===== config.mk =====
export PLATFORM = sky130hd
export DESIGN_NAME = axi_mon_recovery_ctrl
export DESIGN_NICKNAME = d
export VERILOG_FILES = /design/src/rtl/axi_mon_pkg.sv /design/src/rtl/mon_cycle_cnt.sv /design/src/rtl/axi_mon_recovery_ctrl.sv
export SDC_FILE = /design/constraint.sdc
export NUM_CORES = 1
export LEC_CHECK = 0
export BUFFER_PORTS_ARGS = -buffer_cell sky130_fd_sc_hd__buf_2
export CORE_ASPECT_RATIO = 0.75
export CORE_UTILIZATION = 48
export DETAILED_ROUTE_END_ITERATION = 7
export PLACE_DENSITY = 0.74
export RECOVER_POWER = 50
export SYNTH_ARGS = -nofsm -noshare
export SYNTH_HDL_FRONTEND = slang
export SYNTH_SLANG_ARGS = --single-unit

===== constraint.sdc =====
create_clock -name clk_i -period 1.5 [get_ports clk_i]
set_input_delay 0.225 -clock clk_i [delete_from_list [all_inputs] [get_ports clk_i]]
set_output_delay 0.225 -clock clk_i [all_outputs]
set_load 0.02 [all_outputs]

===== src/rtl/axi_mon_pkg.sv =====
// Shared types for the AXI monitor recovery path.
// State encoding and cause bit positions.
package axi_mon_pkg;

  typedef enum logic [2:0] {
    IDLE,
    ISOLATE,
    DRAIN,
    RESET,
    WAIT_ACK
  } recovery_state_e;

  localparam int CauseRd = 0;
  localparam int CauseWr = 1;

endpackage


===== src/rtl/mon_cycle_cnt.sv =====
// Clearable up counter with terminal-count compare.
// One instance times both DRAIN and RESET.
module mon_cycle_cnt #(
  parameter int Width = 9
) (
  input  logic             clk_i,
  input  logic             rst_ni,
  input  logic             clr_i,
  input  logic             en_i,
  input  logic [Width-1:0] term_i,
  output logic [Width-1:0] cnt_o,
  output logic             tc_o
);

  logic [Width-1:0] r_cnt;

  always_ff @(posedge clk_i or negedge rst_ni) begin
    if (!rst_ni) begin
      r_cnt <= '0;
    end else if (clr_i) begin
      r_cnt <= '0;
    end else if (en_i) begin
      r_cnt <= r_cnt + 1'b1;
    end
  end

  assign cnt_o = r_cnt;
  assign tc_o  = (r_cnt == term_i);

endmodule


===== src/rtl/axi_mon_recovery_ctrl.sv =====
// Recovery sequencer: isolate, drain, reset subordinate,
// clear txn tables, then interrupt until software acks.
module axi_mon_recovery_ctrl
  import axi_mon_pkg::*;
#(
  parameter int DrainCycles   = 256,
  parameter int RstHoldCycles = 16
) (
  input  logic       clk_i,
  input  logic       rst_ni,
  input  logic       rd_reset_req_i,
  input  logic       wr_reset_req_i,
  input  logic       rd_busy_i,
  input  logic       wr_busy_i,
  input  logic       irq_ack_i,
  output logic       isolate_o,
  output logic       slv_rst_no,
  output logic       tbl_clr_o,
  output logic       irq_o,
  output logic [1:0] cause_o,
  output logic       drain_forced_o,
  output logic       busy_o
);

  localparam int CntMax =
    (DrainCycles > RstHoldCycles) ? DrainCycles : RstHoldCycles;
  localparam int CntW = $clog2(CntMax) + 1;

  recovery_state_e r_state;
  recovery_state_e w_state_nxt;
  logic [1:0]      r_cause;
  logic [1:0]      w_cause_nxt;
  logic            r_forced;
  logic            w_forced_nxt;
  logic [1:0]      w_req;
  logic            w_busy_any;
  logic            w_clr;
  logic            w_en;
  logic            w_tc;
  logic [CntW-1:0] w_term;
  logic [CntW-1:0] w_cnt;

  assign w_req[CauseRd] = rd_reset_req_i;
  assign w_req[CauseWr] = wr_reset_req_i;
  assign w_busy_any     = rd_busy_i | wr_busy_i;

  // Counter restarts on every state entry, so it never wraps.
  assign w_clr  = (w_state_nxt != r_state);
  assign w_en   = (r_state == DRAIN) || (r_state == RESET);
  assign w_term = (r_state == DRAIN) ? CntW'(DrainCycles - 1)
                                     : CntW'(RstHoldCycles - 1);

  mon_cycle_cnt #(
    .Width (CntW)
  ) u_cnt (
    .clk_i  (clk_i),
    .rst_ni (rst_ni),
    .clr_i  (w_clr),
    .en_i   (w_en),
    .term_i (w_term),
    .cnt_o  (w_cnt),
    .tc_o   (w_tc)
  );

  always_ff @(posedge clk_i or negedge rst_ni) begin
    if (!rst_ni) begin
      r_state  <= IDLE;
      r_cause  <= '0;
      r_forced <= 1'b0;
    end else begin
      r_state  <= w_state_nxt;
      r_cause  <= w_cause_nxt;
      r_forced <= w_forced_nxt;
    end
  end

  always_comb begin
    w_state_nxt  = r_state;
    w_cause_nxt  = r_cause;
    w_forced_nxt = r_forced;
    unique case (r_state)
      IDLE: begin
        if (|w_req) begin
          w_state_nxt = ISOLATE;
          w_cause_nxt = r_cause | w_req;
        end
      end
      ISOLATE: begin
        w_state_nxt = DRAIN;
        w_cause_nxt = r_cause | w_req;
      end
      DRAIN: begin
        w_cause_nxt = r_cause | w_req;
        if (!w_busy_any) begin
          w_state_nxt = RESET;
        end else if (w_tc) begin
          w_state_nxt  = RESET;
          w_forced_nxt = 1'b1;
        end
      end
      // Requests are dropped while the tables are being cleared.
      RESET: begin
        if (w_tc) begin
          w_state_nxt = WAIT_ACK;
        end
      end
      WAIT_ACK: begin
        if (irq_ack_i) begin
          w_forced_nxt = 1'b0;
          w_cause_nxt  = w_req;
          w_state_nxt  = (|w_req) ? ISOLATE : IDLE;
        end else begin
          w_cause_nxt = r_cause | w_req;
        end
      end
      default: begin
        w_state_nxt = IDLE;
      end
    endcase
  end

  assign isolate_o      = (r_state != IDLE);
  assign busy_o         = (r_state != IDLE);
  assign slv_rst_no     = (r_state != RESET);
  assign tbl_clr_o      = (r_state == RESET) && (w_cnt == '0);
  assign irq_o          = (r_state == WAIT_ACK);
  assign cause_o        = r_cause;
  assign drain_forced_o = r_forced;

endmodule


Yosys cells after proc, flatten, opt, wreduce, memory -nomap -nowiden
Cells that the tools add are included.
- register bits after elaboration: 15
- input port bits: 7
- output and inout port bits: 8
- $add $sub $neg: 1
- equality and inequality tests: 11
- mux-type cells: 17
- bitwise logic cells: 2
- reduce and logical (&&, ||, !) cells: 12
- operator list (operator ; number):
    2-to-1 mux 9 bit ; 2
    2-to-1 mux 3 bit ; 5
    one-hot mux 3 bit (5 select lines) ; 1
    adder 9 x 1 -> 9 bit, second input constant ; 1
    equality test 9 x 8 -> 1 bit ; 1
    logical NOT 9 bit ; 1
    2-to-1 mux 8 bit ; 1
    equality test 3 x 2 -> 1 bit, second input constant ; 2
    inequality test 2 bit, second input constant ; 3
    one-hot mux 2 bit (3 select lines) ; 1
    nonzero test 3 bit ; 2
    2-to-1 mux 1 bit ; 4
    2-to-1 mux 2 bit ; 2
    AND reduction 4 bit ; 1
    nonzero test 2 bit ; 2
    OR reduction 2 bit ; 2
    equality test 3 x 1 -> 1 bit, second input constant ; 1
    equality test 3 bit, second input constant ; 1
    logical NOT 3 bit ; 1
    inequality test 3 x 2 -> 1 bit, second input constant ; 1
    inequality test 3 bit ; 1
    inequality test 2 x 1 -> 1 bit, second input constant ; 1
    OR 2 bit ; 1
    one-hot mux 1 bit (2 select lines) ; 1
    other kinds (4) ; 4

Longest topological paths before layout
- word-level depth: 8
- mapped depth: 6

By module
From an unflattened synthesis, not the netlist that was laid out.
- cell total of the unflattened synthesis: 106
- area, all modules: 954.7 µm²
- by module, submodules not included (module ; instances ; cells an instance ; area each (µm²)):
    mon_cycle_cnt ; 1 ; 55 ; 543.0
    axi_mon_recovery_ctrl ; 1 ; 51 ; 411.6

Worst setup path before layout
No wires, ideal clock.
- kind: reg-to-reg
- start point: register r_state[0]
- end point: register u_cnt.r_cnt[0], in the netlist u_cnt.cnt_o[0]
- data arrival time: 1.415 ns
- slack: -0.049 ns
- cell stages (with the launch flop): 6
- path buffers: 1
- period minus slack after synthesis: 1.549 ns
- path through: dfrtp_1 buf_6 or3b_4 or3_4 nand2_4 nor3_1
- longest elaborated chain between the ends: 8
- elaborated cells on any way between the ends: 17
- those cells by class: 6 x eq/ne; 8 x mux; 3 x reduce/logical
- RTL lines (item ; RTL line ; text):
    start, declared ; axi_mon_recovery_ctrl.sv:29 ; recovery_state_e r_state;
    start signal, assigned ; axi_mon_recovery_ctrl.sv:71 ; r_state <= w_state_nxt;
    equality test 3 x 2 -> 1 bit ; axi_mon_recovery_ctrl.sv:49, axi_mon_recovery_ctrl.sv:50, axi_mon_recovery_ctrl.sv:81 ;
    2-to-1 mux 8 bit ; axi_mon_recovery_ctrl.sv:50 ; assign w_term = (r_state == DRAIN) ? CntW'(DrainCycles - 1)
    equality test 9 x 8 -> 1 bit ; mon_cycle_cnt.sv:28 ; assign tc_o = (r_cnt == term_i);
    2-to-1 mux 3 bit ; axi_mon_recovery_ctrl.sv:96 ; end else if (w_tc) begin
    2-to-1 mux 3 bit ; axi_mon_recovery_ctrl.sv:94 ; if (!w_busy_any) begin
    one-hot mux 3 bit (5 select lines) ; axi_mon_recovery_ctrl.sv:81 ; unique case (r_state)
    inequality test 3 bit ; axi_mon_recovery_ctrl.sv:48 ; assign w_clr = (w_state_nxt != r_state);
    2-to-1 mux 9 bit / nonzero test 2 bit (equally long branches) ; - ;
    end signal, assigned ; mon_cycle_cnt.sv:23 ; r_cnt <= r_cnt + 1'b1;
    end, declared ; mon_cycle_cnt.sv:15 ; logic [Width-1:0] r_cnt;
Several ways; a longest one is shown, not always the timed one.
A chain may end at the register's enable or synchronous reset.

Worst setup path in the final report
- start point: register u_cnt.r_cnt[1], in the netlist u_cnt.cnt_o[1]
- end point: output tbl_clr_o
- longest elaborated chain between the ends: 2
- RTL lines (item ; RTL line ; text):
    logical NOT 9 bit ; axi_mon_recovery_ctrl.sv:125 ; assign tbl_clr_o = (r_state == RESET) && (w_cnt == '0);
    logical AND 1 bit ; axi_mon_recovery_ctrl.sv:125 ;
    end, declared ; axi_mon_recovery_ctrl.sv:18 ; output logic tbl_clr_o,
Every way passes these cells.

==> impl_results.md <==
* Outcome: finished with violations
* Failing checks: setup timing
* Hold Startpoint: irq_ack_i
* Hold EP: r_state[2]$_DFF_PN0_
* Final Max Tran Viols at 0
* Root buf cell: clkbuf_4
* Initial Util at 51.6%
* Row count at 13
* Number of synthesized flops with an enable pin at 0
* Async SR Flop Fraction at 100%
* Full die area at 2070 um2
* Final core utilization at 83.5%
* Hold Slack at 185 ps
* GR met1 Demand/Resource at 35.2%
* Final nets at 148
* HPWL Detailed at 1.55 mm
* Final WL at 2.99 mm
* Worst setup margin at -218 ps
* Tmin final at 1720 ps
* GR Util All Layers at 28.6%
* Post-route setup TNS at -2170 ps
* Final setup viols at 16
* Worst VDD drop at 1.32 mV
* Synthesis-to-layout area growth at 61.7%
* Overall power at 2.42 mW
* Post-synth top area cell: dfrtp_1
* GPL Wtd Cong at 0.837
* Leakage power at 0.621 nW
* Hold Path Depth at 2
* DRC at 0
* Clock-pin slew on the worst setup and hold paths at 110 ps
* Hold Vio Cnt, Final at 0
* Max-cap violation count at 0
* Net count after synthesis at 104
* Vias in the first global route at 810
* Routed vias at 949
* Routed len/inst at 18.7 um
* Reg-to-reg startpoint: r_state[2]$_DFF_PN0_
* Port buffer count at 14
* Reg2reg path depth at 5
* R2R Path End: u_cnt.cnt_o[6]$_DFFE_PN0P_
* Synth area leaders: dfrtp_1 (41%), nor3_1 (7.7%), xnor2_1 (5.8%)
* Worst skew pair latency at 300 ps
* First-pass DRT Iterations at 4
* Post-synth cell types at 37
* GRT overflow at 0
* First-pass GRT wire length at 3.93 mm
* CP max FO at 2
* Syn Area/Cell at 9.55 um2
* Fill cells at 89
* H-tree depth at 1
* Grt met3 use at 11.2%
* N_diodes at 0
* Top cell type's share of synthesized area at 41.4%
* Met2 usage at 45.2%
* Post-synth top flop: dfrtp_1
* CTS max path bufs at 2
* Total clock sinks at 15
* Layout cells sized above 1 at 57.2%
* Crit path launch type: flip-flop
* CTS tree: yes
* Worst Setup End Kind: primary output
* Initial DRC count at 33
* Initial antenna violation count at 0
* Tcrit/Tclk final at 115%
* Required @ worst endpoint at 1270 ps
* Gate Count Post-Synth at 95
* Worst setup path class: flip-flop to primary output
* Pwr dens at 1650 nW/um2
* Reg-to-reg slack, setup at -190 ps
* Chip width at 52.2 um
* #FFs+latches synth at 15
* Cts bufs inserted at 3
* Seq/Total Area, Yosys at 41.4%
* Most frequent cell after synthesis: dfrtp_1
* I/O pins at 15
* FMAX at 0.582 GHz
* Slew HR at 43.1%
* Synth warnings at 0
* Number of routed nets with antenna violations at 0
* Largest net degree at the start of global routing at 16
* Post-synth top cells: dfrtp_1 (15), nor3_1 (14), nor2_1 (9)
* Mapped Area at 907 um2
* Slew @ Worst Pin at 853 ps
* Vias per cell at 5.93
* Core Region at 1760 um2
* RSZ-0062 raised after global routing: true
* Clock Skew at 13.7 ps
* Worst path arrival time at 1490 ps
* Hold Crit Class: input port to flip-flop
* Die height at 39.7 um
* Gr busiest metal: met2
## how the worst max path moves through the flow
| stage | slack (ps) | start | depth (start not counted) | end |
|---|---|---|---|---|
| final | -220 | u_cnt.cnt_o[1]$_DFFE_PN0P_ | 5 | tbl_clr_o |
| after global routing | -270 | u_cnt.cnt_o[1]$_DFFE_PN0P_ | 5 | tbl_clr_o |
| after CTS | -160 | u_cnt.cnt_o[5]$_DFFE_PN0P_ | 4 | tbl_clr_o |
| after detailed placement | -4 | u_cnt.cnt_o[1]$_DFFE_PN0P_ | 5 | tbl_clr_o |
| after global placement | 30 | u_cnt.cnt_o[7]$_DFFE_PN0P_ | 6 | u_cnt.cnt_o[2]$_DFFE_PN0P_ |
| after floorplan | -30 | r_state[0]$_DFF_PN0_ | 5 | u_cnt.cnt_o[7]$_DFFE_PN0P_ |
## what timing repair did
action                                 4_1_cts  5_1_grt
setup endpoints to repair                    7       16
pin swaps                                    4        9
setup buffers                               11        5
endpoints found under the hold margin       15        0
cloned                                       1        0
hold buffers                                 1        0
resized for setup                           26       16
## layer usage
layer  vias to the layer above  routed length (um)
li1                        430                   -
met1                       449                1250
met2                        56                1400
met3                        14                 235
met4                         0                  95
met5                         -                   0
## critical path: stages, from the launching register on
cell and delay, ps:
dfrtp_1 420, inv_2 70, ha_1 140, nor4b_4 190
and4_4 260, buf_6 110
## power by group
group	leakage [nW]	switching, mW	internal, mW
sequential	0.179	0.110	0.504
clock	0.0177	0.156	0.0994
combinational	0.425	0.738	0.813
total	0.621	1.00	1.42
## cells by family (layout without fill, tap and decap cells)
group,after synthesis,count (layout),share of synthesized area (%)
and+or+nand+nor,50,51,33.5
DFF,15,15,41.4
AOI/OAI and AO/OA,11,11,9.10
buffers and inverters,9,51,5.52
xor gates and xnor gates,8,8,7.72
adders and majority gates,2,2,2.76
## state kept, by name, summed over array words and instances (netlist names)
signal,count
u_cnt.cnt_o,9
r_state,3
drain_forced_o,1
cause_o,2
## cell usage in the layout (no fill, tap or decap), types with 3 or more instances in the layout
cell,n
buf_2,8
nand2_1,4
nor3_2,9
nor2_1,8
xnor2_1,6
buf_6,12
dfrtp_1,14
clkbuf_4,3
buf_4,20
nor3_1,4
nand2_4,3
a21oi_1,3
## area by class of cell
type | count | area (um2) | share of cell area, %
multi-input cells | 72 | 661 | 45.1
flip-flops and latches | 15 | 377 | 25.7
repair buffers | 43 | 359 | 24.5
well taps | 22 | 27.5 | 1.88
clock buffers | 3 | 22.5 | 1.54
inverters | 4 | 15.0 | 1.02
clock inverters | 1 | 5.00 | 0.341
## per-stage QoR
| stage | std cells | cell area [um2] | worst slack [ps] |
|---|---|---|---|
| 3_5_place_dp | 138 | 1130 | -3.65 |
| 6_report | 160 | 1470 | -218 |
| 3_3_place_gp | 138 | 1130 | 29.9 |
| 2_1_floorplan | 95 | 968 | -25.6 |
| 4_1_cts | 155 | 1360 | -160 |
| 5_1_grt | 160 | 1470 | -269 |
(Power assumes the default switching activity.)
